**src/rtl/comparador_arbitro_if.sv**
```systemverilog
// Requester-side bus of the shared constant comparator: request/operand in,
// one-hot grant and tagged match result out.
interface comparador_arbitro_if #(
    parameter int NREQ  = 4,
    parameter int WIDTH = 4,
    parameter int IDW   = $clog2(NREQ)
);
    logic [NREQ-1:0]       req;
    logic [NREQ*WIDTH-1:0] data;
    logic [NREQ-1:0]       gnt;
    logic                  result_valid;
    logic                  result;
    logic [IDW-1:0]        result_id;
    logic [15:0]           hit_count;

    modport master (
        output req, data,
        input  gnt, result_valid, result, result_id, hit_count
    );

    modport slave (
        input  req, data,
        output gnt, result_valid, result, result_id, hit_count
    );
endinterface

```
**src/rtl/comparador_arbitro.sv**
```systemverilog
// Round-robin share of one (operand == CONST) comparator between NREQ requesters.
// Latency 2 cycles, one grant per 3 cycles; optional match counter under COMPARADOR_ARB_HIT_CNT_EN.
module comparador_arbitro #(
    parameter int CONST = 10,
    parameter int WIDTH = 4,
    parameter int NREQ  = 4,
    localparam int IDW  = $clog2(NREQ)
) (
    input  logic                 clk,
    input  logic                 rst,
    comparador_arbitro_if.slave  bus
);
    localparam logic [WIDTH-1:0] CONST_W  = WIDTH'(CONST);
    localparam logic [IDW-1:0]   LAST_RST = IDW'(NREQ - 1);

    typedef enum logic [1:0] {IDLE, CMP, RESP} state_t;

    state_t           state_q;
    logic [IDW-1:0]   last_q;
    logic [IDW-1:0]   win_q;
    logic [WIDTH-1:0] data_q;
    logic [NREQ-1:0]  gnt_q;
    logic             vld_q;
    logic             res_q;
    logic [IDW-1:0]   id_q;

    logic [IDW-1:0]   win_d;
    logic             any_d;

    // Search upward from last+1 with wrap; the first requester found wins.
    always_comb begin
        int idx;
        win_d = last_q;
        any_d = 1'b0;
        idx   = 0;
        for (int k = 1; k <= NREQ; k++) begin
            idx = int'(last_q) + k;
            if (idx >= NREQ) idx = idx - NREQ;
            if (!any_d && bus.req[idx]) begin
                win_d = IDW'(idx);
                any_d = 1'b1;
            end
        end
    end

    always_ff @(posedge clk) begin
        if (rst) begin
            state_q <= IDLE;
            last_q  <= LAST_RST;
            win_q   <= '0;
            data_q  <= '0;
            gnt_q   <= '0;
            vld_q   <= 1'b0;
            res_q   <= 1'b0;
            id_q    <= '0;
        end else begin
            case (state_q)
                IDLE: begin
                    vld_q <= 1'b0;
                    if (any_d) begin
                        win_q   <= win_d;
                        last_q  <= win_d;
                        data_q  <= bus.data[int'(win_d)*WIDTH +: WIDTH];
                        gnt_q   <= NREQ'(1) << win_d;
                        state_q <= CMP;
                    end else begin
                        gnt_q <= '0;
                    end
                end
                CMP: begin
                    gnt_q   <= '0;
                    res_q   <= (data_q == CONST_W);
                    id_q    <= win_q;
                    vld_q   <= 1'b1;
                    state_q <= RESP;
                end
                RESP: begin
                    vld_q   <= 1'b0;
                    state_q <= IDLE;
                end
                default: begin
                    gnt_q   <= '0;
                    vld_q   <= 1'b0;
                    state_q <= IDLE;
                end
            endcase
        end
    end

    assign bus.gnt          = gnt_q;
    assign bus.result_valid = vld_q;
    assign bus.result       = res_q;
    assign bus.result_id    = id_q;

`ifdef COMPARADOR_ARB_HIT_CNT_EN
    logic [15:0] hit_q;

    // Counts on the RESP cycle, when res_q holds the just-compared result.
    always_ff @(posedge clk) begin
        if (rst) begin
            hit_q <= '0;
        end else if (state_q == RESP && res_q && hit_q != 16'hFFFF) begin
            hit_q <= hit_q + 16'd1;
        end
    end

    assign bus.hit_count = hit_q;
`else
    assign bus.hit_count = '0;
`endif

endmodule

```
**src/flat_wrapper.sv**
```systemverilog
// flat-port wrapper written by rule: the top's interface ports become plain ports
module comparador_arbitro_flat 
#(
    parameter int CONST = 10,
    parameter int WIDTH = 4,
    parameter int NREQ  = 4,
    localparam int IDW  = $clog2(NREQ)
)
  (clk, rst, bus_req, bus_data, bus_gnt, bus_result_valid, bus_result, bus_result_id, bus_hit_count);
  comparador_arbitro_if #(.NREQ(NREQ), .WIDTH(WIDTH)) bus_i ();
  input  logic clk;
  input  logic rst;
  input wire logic [$bits(bus_i.req)-1:0] bus_req;
  input wire logic [$bits(bus_i.data)-1:0] bus_data;
  output wire logic [$bits(bus_i.gnt)-1:0] bus_gnt;
  output wire logic [$bits(bus_i.result_valid)-1:0] bus_result_valid;
  output wire logic [$bits(bus_i.result)-1:0] bus_result;
  output wire logic [$bits(bus_i.result_id)-1:0] bus_result_id;
  output wire logic [$bits(bus_i.hit_count)-1:0] bus_hit_count;
  assign bus_i.req = bus_req;
  assign bus_i.data = bus_data;
  assign bus_gnt = bus_i.gnt;
  assign bus_result_valid = bus_i.result_valid;
  assign bus_result = bus_i.result;
  assign bus_result_id = bus_i.result_id;
  assign bus_hit_count = bus_i.hit_count;
  comparador_arbitro #(.CONST(CONST), .WIDTH(WIDTH), .NREQ(NREQ)) u_core (.clk(clk), .rst(rst), .bus(bus_i));
endmodule
```
**config.mk**
```make
export PLATFORM = sky130hd
export DESIGN_NAME = comparador_arbitro_flat
export DESIGN_NICKNAME = d
export VERILOG_FILES = /design/src/rtl/comparador_arbitro_if.sv /design/src/rtl/comparador_arbitro.sv /design/src/flat_wrapper.sv
export SDC_FILE = /design/constraint.sdc
export NUM_CORES = 1
export LEC_CHECK = 0
export ABC_AREA = 0
export BUFFER_PORTS_ARGS = -buffer_cell sky130_fd_sc_hd__buf_2
export CAP_MARGIN = 20
export CORE_MARGIN = 4
export CORE_UTILIZATION = 41
export CTS_CLUSTER_SIZE = 24
export DETAILED_ROUTE_END_ITERATION = 10
export GPL_TIMING_DRIVEN = 0
export MAX_ROUTING_LAYER = met4
export PLACE_DENSITY = 0.72
export RECOVER_POWER = 100
export SYNTH_ARGS = -nofsm -noshare
export SYNTH_HDL_FRONTEND = slang
export SYNTH_SLANG_ARGS = --single-unit
```
**constraint.sdc**
```tcl
create_clock -name clk -period 1.6 [get_ports clk]
set_clock_uncertainty 0.05 [all_clocks]
set_input_delay 0.48 -clock clk [delete_from_list [all_inputs] [get_ports clk]]
set_output_delay 0.48 -clock clk [all_outputs]
set_load 0.05 [all_outputs]
```
Word level (Yosys, flattened, before mapping)

Cells that the tools add are included.

Register bits after elaboration: 18
Bits in latches: 0
Bits in writable memories: 0
Memory bits (read-only): 0
Input bits: 22
Output and inout port bits: 24
Word-level logic and storage cells: 67
Memories: 0

Add/subtract/negate cells: 8
Multiply operators: 0
Div/mod/pow operators: 0
Magnitude comparators: 8
Eq/ne operators: 4
Shift-type cells: 2
Muxes and demuxes: 29
Bitwise logic cells: 0
Reduce and logical (&&, ||, !) cells: 8

Operators with widths:

| kind                                                 | count |
|---|---|
| >= comparator 32 x 4 -> 1 bit, second input constant | 4 |
| < comparator 32 x 4 -> 1 bit, second input constant  | 4 |
| 2-to-1 mux 32 bit                                    | 4 |
| subtractor 32 x 4 -> 32 bit, second input constant   | 4 |
| indexed part select 16 x 5 -> 4 bit                  | 1 |
| 2-to-1 mux 1 bit                                     | 13 |
| 2-to-1 mux 2 bit                                     | 5 |
| binary-select mux 1 bit (select 2 bit)               | 4 |
| one-hot mux 4 bit (2 select lines)                   | 1 |
| adder 2 x 2 -> 3 bit, second input constant          | 2 |
| adder 2 x 3 -> 4 bit, second input constant          | 1 |
| equality test 4 bit, second input constant           | 1 |
| 2-to-1 mux 4 bit                                     | 1 |
| one-hot mux 2 bit (2 select lines)                   | 1 |
| left shift 1 x 2 -> 4 bit, first input constant      | 1 |
| adder 2 x 1 -> 3 bit, second input constant          | 1 |
| logical AND 1 bit                                    | 3 |
| logical NOT 1 bit                                    | 3 |
| equality test 2 x 1 -> 1 bit, second input constant  | 1 |
| equality test 2 bit, second input constant           | 1 |
| logical NOT 2 bit                                    | 1 |
| != test 2 x 1 -> 1 bit, second input constant        | 1 |
| AND reduction 2 bit                                  | 1 |

Logic depth before layout (Yosys ltp)

Depth in word-level cells: 19
Depth in mapped cells: 6
Depth with buffers taken out: 5

Worst setup path before layout

Ideal clock, no wire load.

Path type: input -> register
Start: input port bus_req[3]
End: register u_core.data_q[1]
Setup time: 124 ps
Data arrival time: 1447 ps
Required time: 1426 ps
Path slack: -22 ps
Stages on the path: 5
Buffers on the path: 0
Cells stage by stage: nor2b_1 > a21o_1 > a221o_2 > a211oi_1 > o31ai_1

Longest elaborated chain between the ends: 14
Elaborated cells between the ends (all ways): 28
Those cells by class: shift (1); mux (20); reduce/logical (7)

RTL lines:

| what                                                                       | line                     | source |
|---|---|---|
| start, declared                                                            | flat_wrapper.sv:13       | `input wire logic [$bits(bus_i.req)-1:0] bus_req;` |
| binary-select mux 1 bit (select 2 bit)                                     | comparador_arbitro.sv:39 | `if (!any_d && bus.req[idx]) begin` |
| 2-to-1 mux 1 bit (not written as such) (2 in series)                       | comparador_arbitro.sv:39 |  |
| 2-to-1 mux 1 bit                                                           | comparador_arbitro.sv:39 |  |
| logical NOT 1 bit                                                          | comparador_arbitro.sv:39 |  |
| logical AND 1 bit                                                          | comparador_arbitro.sv:39 |  |
| 2-to-1 mux 1 bit                                                           | comparador_arbitro.sv:39 |  |
| logical NOT 1 bit                                                          | comparador_arbitro.sv:39 |  |
| logical AND 1 bit                                                          | comparador_arbitro.sv:39 |  |
| 2-to-1 mux 1 bit                                                           | comparador_arbitro.sv:39 |  |
| logical NOT 1 bit                                                          | comparador_arbitro.sv:39 |  |
| logical AND 1 bit                                                          | comparador_arbitro.sv:39 |  |
| 2-to-1 mux 2 bit or 2-to-1 mux 1 bit (tied branches)                       | comparador_arbitro.sv:39 |  |
| indexed part select 16 x 5 -> 4 bit or AND reduction 2 bit (tied branches) | -                        |  |
| end signal, assigned                                                       | comparador_arbitro.sv:63 | `data_q <= bus.data[int'(win_d)*WIDTH +: WIDTH];` |
| end, declared                                                              | comparador_arbitro.sv:21 | `logic [WIDTH-1:0] data_q;` |

Parallel ways exist; a longest one is shown, timed or not. The select of a mux whose other input is x is not followed.
A chain may end at the register's enable or synchronous reset.

Worst setup path in the final report

Start: input port bus_req[2]
End: register u_core.last_q[1]

Longest elaborated chain between the ends: 14
Elaborated cells between the ends (all ways): 27
Those cells by class: mux (20); reduce/logical (7)

RTL lines:

| what                                                 | line                     | source |
|---|---|---|
| binary-select mux 1 bit (select 2 bit)               | comparador_arbitro.sv:39 |  |
| 2-to-1 mux 1 bit (not written as such) (2 in series) | comparador_arbitro.sv:39 |  |
| 2-to-1 mux 1 bit                                     | comparador_arbitro.sv:39 |  |
| logical NOT 1 bit                                    | comparador_arbitro.sv:39 |  |
| logical AND 1 bit                                    | comparador_arbitro.sv:39 |  |
| 2-to-1 mux 1 bit                                     | comparador_arbitro.sv:39 |  |
| logical NOT 1 bit                                    | comparador_arbitro.sv:39 |  |
| logical AND 1 bit                                    | comparador_arbitro.sv:39 |  |
| 2-to-1 mux 1 bit                                     | comparador_arbitro.sv:39 |  |
| logical NOT 1 bit                                    | comparador_arbitro.sv:39 |  |
| logical AND 1 bit                                    | comparador_arbitro.sv:39 |  |
| 2-to-1 mux 1 bit                                     | comparador_arbitro.sv:39 |  |
| AND reduction 2 bit (no line)                        | -                        |  |
| end signal, assigned                                 | comparador_arbitro.sv:62 | `last_q <= win_d;` |
| end, declared                                        | comparador_arbitro.sv:19 | `logic [IDW-1:0] last_q;` |

Parallel ways exist; a longest one is shown, timed or not. The select of a mux whose other input is x is not followed.

==> impl_metrics.yaml <==
global_route:
  antenna_found_initial: 0
  grt_pass1_vias: 780
  grt.total_usage_pct: 14.4
  grt_max_degree: 11
  grt_pass1_wl_um: 3500
  gr-total-overflow: 0
timing:
  setup_viol_count_final: 0
  grt_setup_unrepaired: "true"
  finalCriticalPeriod_ns: 1.55
  hold_violations: 0
  max_freq_mhz: 646
  layout_setup_ws_ns: 0.0515
  final.setup.tns_ns: 0
  finalCritPeriodShare_pct: 96.8
  slew_violations: 0
synth:
  ys_ff_latch: 18
  seq_area_frac_synth_pct: 37.1
  synth_top_area_share_pct: 37.1
  synth_top_area_cell: "dfxtp_1"
  synth_warnings: 0
  synthCells: 116
  synthTopCellsByArea: "dfxtp_1 37%, buf_4 12%, a211oi_1 6.2%"
  synth_simple_gate_area_share_pct: 24.1
  synth_top_family_by_area: "simple AND/OR/NAND/NOR gates"
  synthMuxAreaShare_pct: 0
  synth_edf_count: 0
  yosysMostFrequentCell: "dfxtp_1"
  async_flop_share_pct: 0
  synth_area_um2: 971
  yosysUniqueCellTypes: 30
  synth_commonest_cells: "18 x dfxtp_1, 16 x buf_4, 12 x nor2_1"
  syn_avg_cell_area_um2: 8.37
  synth_fa_ha_area_share_pct: 0
  synth-xor-area-share_pct: 0
  synth_ff_type: "dfxtp_1"
  synth_compound_area_share_pct: 22.6
power_and_ir_drop:
  power_density_nw_per_um2: 951
  power_leakage_nw: 0.633
  vdd_ir_drop_max_mv: 0.554
  total_power_mw: 1.25
route:
  drc: 0
  vias_per_cell: 4.83
  first_pass_iters: 4
  drt_iter0_drc: 20
  drt_wl_total_um: 2260
  wl_per_cell_um: 11.8
  ant_nets: 0
  dr_total_vias: 922
floorplan:
  chipHeight_um: 56.7
  die_width_um: 56.7
  die_area_um2: 3210
  ios: 46
  rows: 17
  core_area_um2: 2230
  start_util_pct: 43.5
place:
  hpwl_um: 1760
  pre_cts_slack_ns: -0.304
  numPortBuffers: 28
  gp_congestion: 0.764
critical_path:
  cp_data_arrival_time_ns: 1.68
  worstSetupStartpointType: "input pin"
  slowest_stage: "nor4_2"
  crit_chain: "buf_2 > nor4_2 > or3_1 > clkbuf_2 > a21oi_2 > a211o_1"
  crit_path_max_fanout: 8
  crit_path_end_kind: "register"
  critPathMaxStageDelay_ns: 0.38
  cp_data_required_time_ns: 1.73
  worstSetupPathType: "in -> reg"
final_layout:
  seq_area_um2: 365
  multi_input_area_um2: 584
  postLayoutCoreUtil_pct: 59.1
  layout-area-overhead-vs-synth_pct: 36.0
  layout-drive-gt1-share_pct: 41.1
  diodes: 0
  fin_nets: 187
  fill_cells: 214
clock_network:
  cts_made_buffers: 3
  cts_tree: "done"
  clock_latency_ns: 0.29
  cts-root-buf: "clkbuf_4"
  clkTransAtPathRegs_ns: 0.09
  cts.sinks: 18
  clk_path_buf_depth: 2
  h-tree-depth: 1
  ctsHoldBuffers: 0
status:
  status: "completed"
job:
  drv_cap: 0
hold_path:
  hold_class: "reg -> reg"
critical path: cells and delay by family:
| family | cells | cell delay [ns] |
|---|---|---|
| buffers and inverters | 2 | 0.31 |
| AOI/OAI and AO/OA | 2 | 0.35 |
| and+or+nand+nor | 2 | 0.54 |
cell type report:
| class | instances | share of cell area, % |
|---|---|---|
| multi-input combinational | 89 | 44.3 |
| buffer | 21 | 11.2 |
| inverter | 3 | 0.853 |
| timing repair buffer | 29 | 11.7 |
| sequential | 18 | 27.7 |
| tap | 28 | 2.65 |
| clock buffer | 3 | 1.71 |
cell usage in the layout, fill, tap and decap left out, types with 2 or more instances in the layout:
| master | Yosys | routed |
|---|---|---|
| buf_2 | 3 | 20 |
| buf_4 | 16 | 19 |
| conb_1 | 1 | 16 |
| dfxtp_1 | 18 | 16 |
| nor2_1 | 12 | 12 |
| and3_1 | 8 | 8 |
| clkbuf_2 | 0 | 8 |
| a211oi_2 | 0 | 6 |
| nand2_1 | 7 | 6 |
| nand2b_1 | 4 | 4 |
| nand3b_1 | 4 | 4 |
| o31ai_1 | 4 | 4 |
| a21oi_1 | 5 | 4 |
| inv_1 | 3 | 3 |
| clkbuf_4 | 0 | 3 |
| a21oi_2 | 1 | 2 |
| a211oi_1 | 8 | 2 |
| clkbuf_1 | 2 | 2 |
| nor2b_1 | 3 | 2 |
| a22oi_1 | 2 | 2 |
| a32oi_1 | 2 | 2 |
metal layers:
metal	track usage [%]	part of all wire (%)
met4	8.14	1.7
met1	17.5	42
met3	1.61	4.9
met2	22.9	52
met5	-	0
metrics by stage:
step                      instance area, µm²  hold slack (ns)  std cells
after global routing                    1320            0.434        191
after CTS                               1260            0.406        190
after floorplan                         1050            0.382        131
after detailed placement                1220            0.395        187
after global placement                  1220            0.388        187
final                                   1320            0.402        191
cells by family (layout without fill, tap and decap cells):
kind of cell / after synthesis / count (layout)
other: 1 / 16
and+or+nand+nor: 44 / 44
DFF: 18 / 18
AOI/OAI and AO/OA: 29 / 29
buffers and inverters: 24 / 56
path summary, 6_finish.rpt:
check / startpoint / end / slack (ns) / cells after the start
worst max-delay path: bus_req[2] / u_core.last_q[1] / 0.05 / 6
worst min-delay path: u_core.bus.result / u_core.bus.result / 0.40 / 2
worst max register to register: u_core.last_q[0] / u_core.data_q[0] / 0.08 / 5
worst min register to register: u_core.bus.result / u_core.bus.result / 0.40 / 2
state kept, by name, indices dropped and copies added (netlist names):
name                     cells
u_core.win_q                 2
u_core.last_q                2
u_core.bus.result_valid      1
u_core.bus.result            1
u_core.data_q                4
u_core.bus.gnt               4
u_core.bus.result_id         2
u_core.state_q               2
repair_timing:
item                       4_1_cts  5_1_grt
setup endpoints to repair        5       10
gates resized for setup          2       16
pin swaps                        0        4
buffers inserted                 0        1
report_power, final:
part,switching (mW),leakage [nW],total (mW),internal [mW]
registers,0.0395,0.148,0.540,0.501
logic,0.311,0.471,0.496,0.185
clock network,0.131,0.0138,0.219,0.0876
Note: power is estimated with default switching activity, not from simulation.
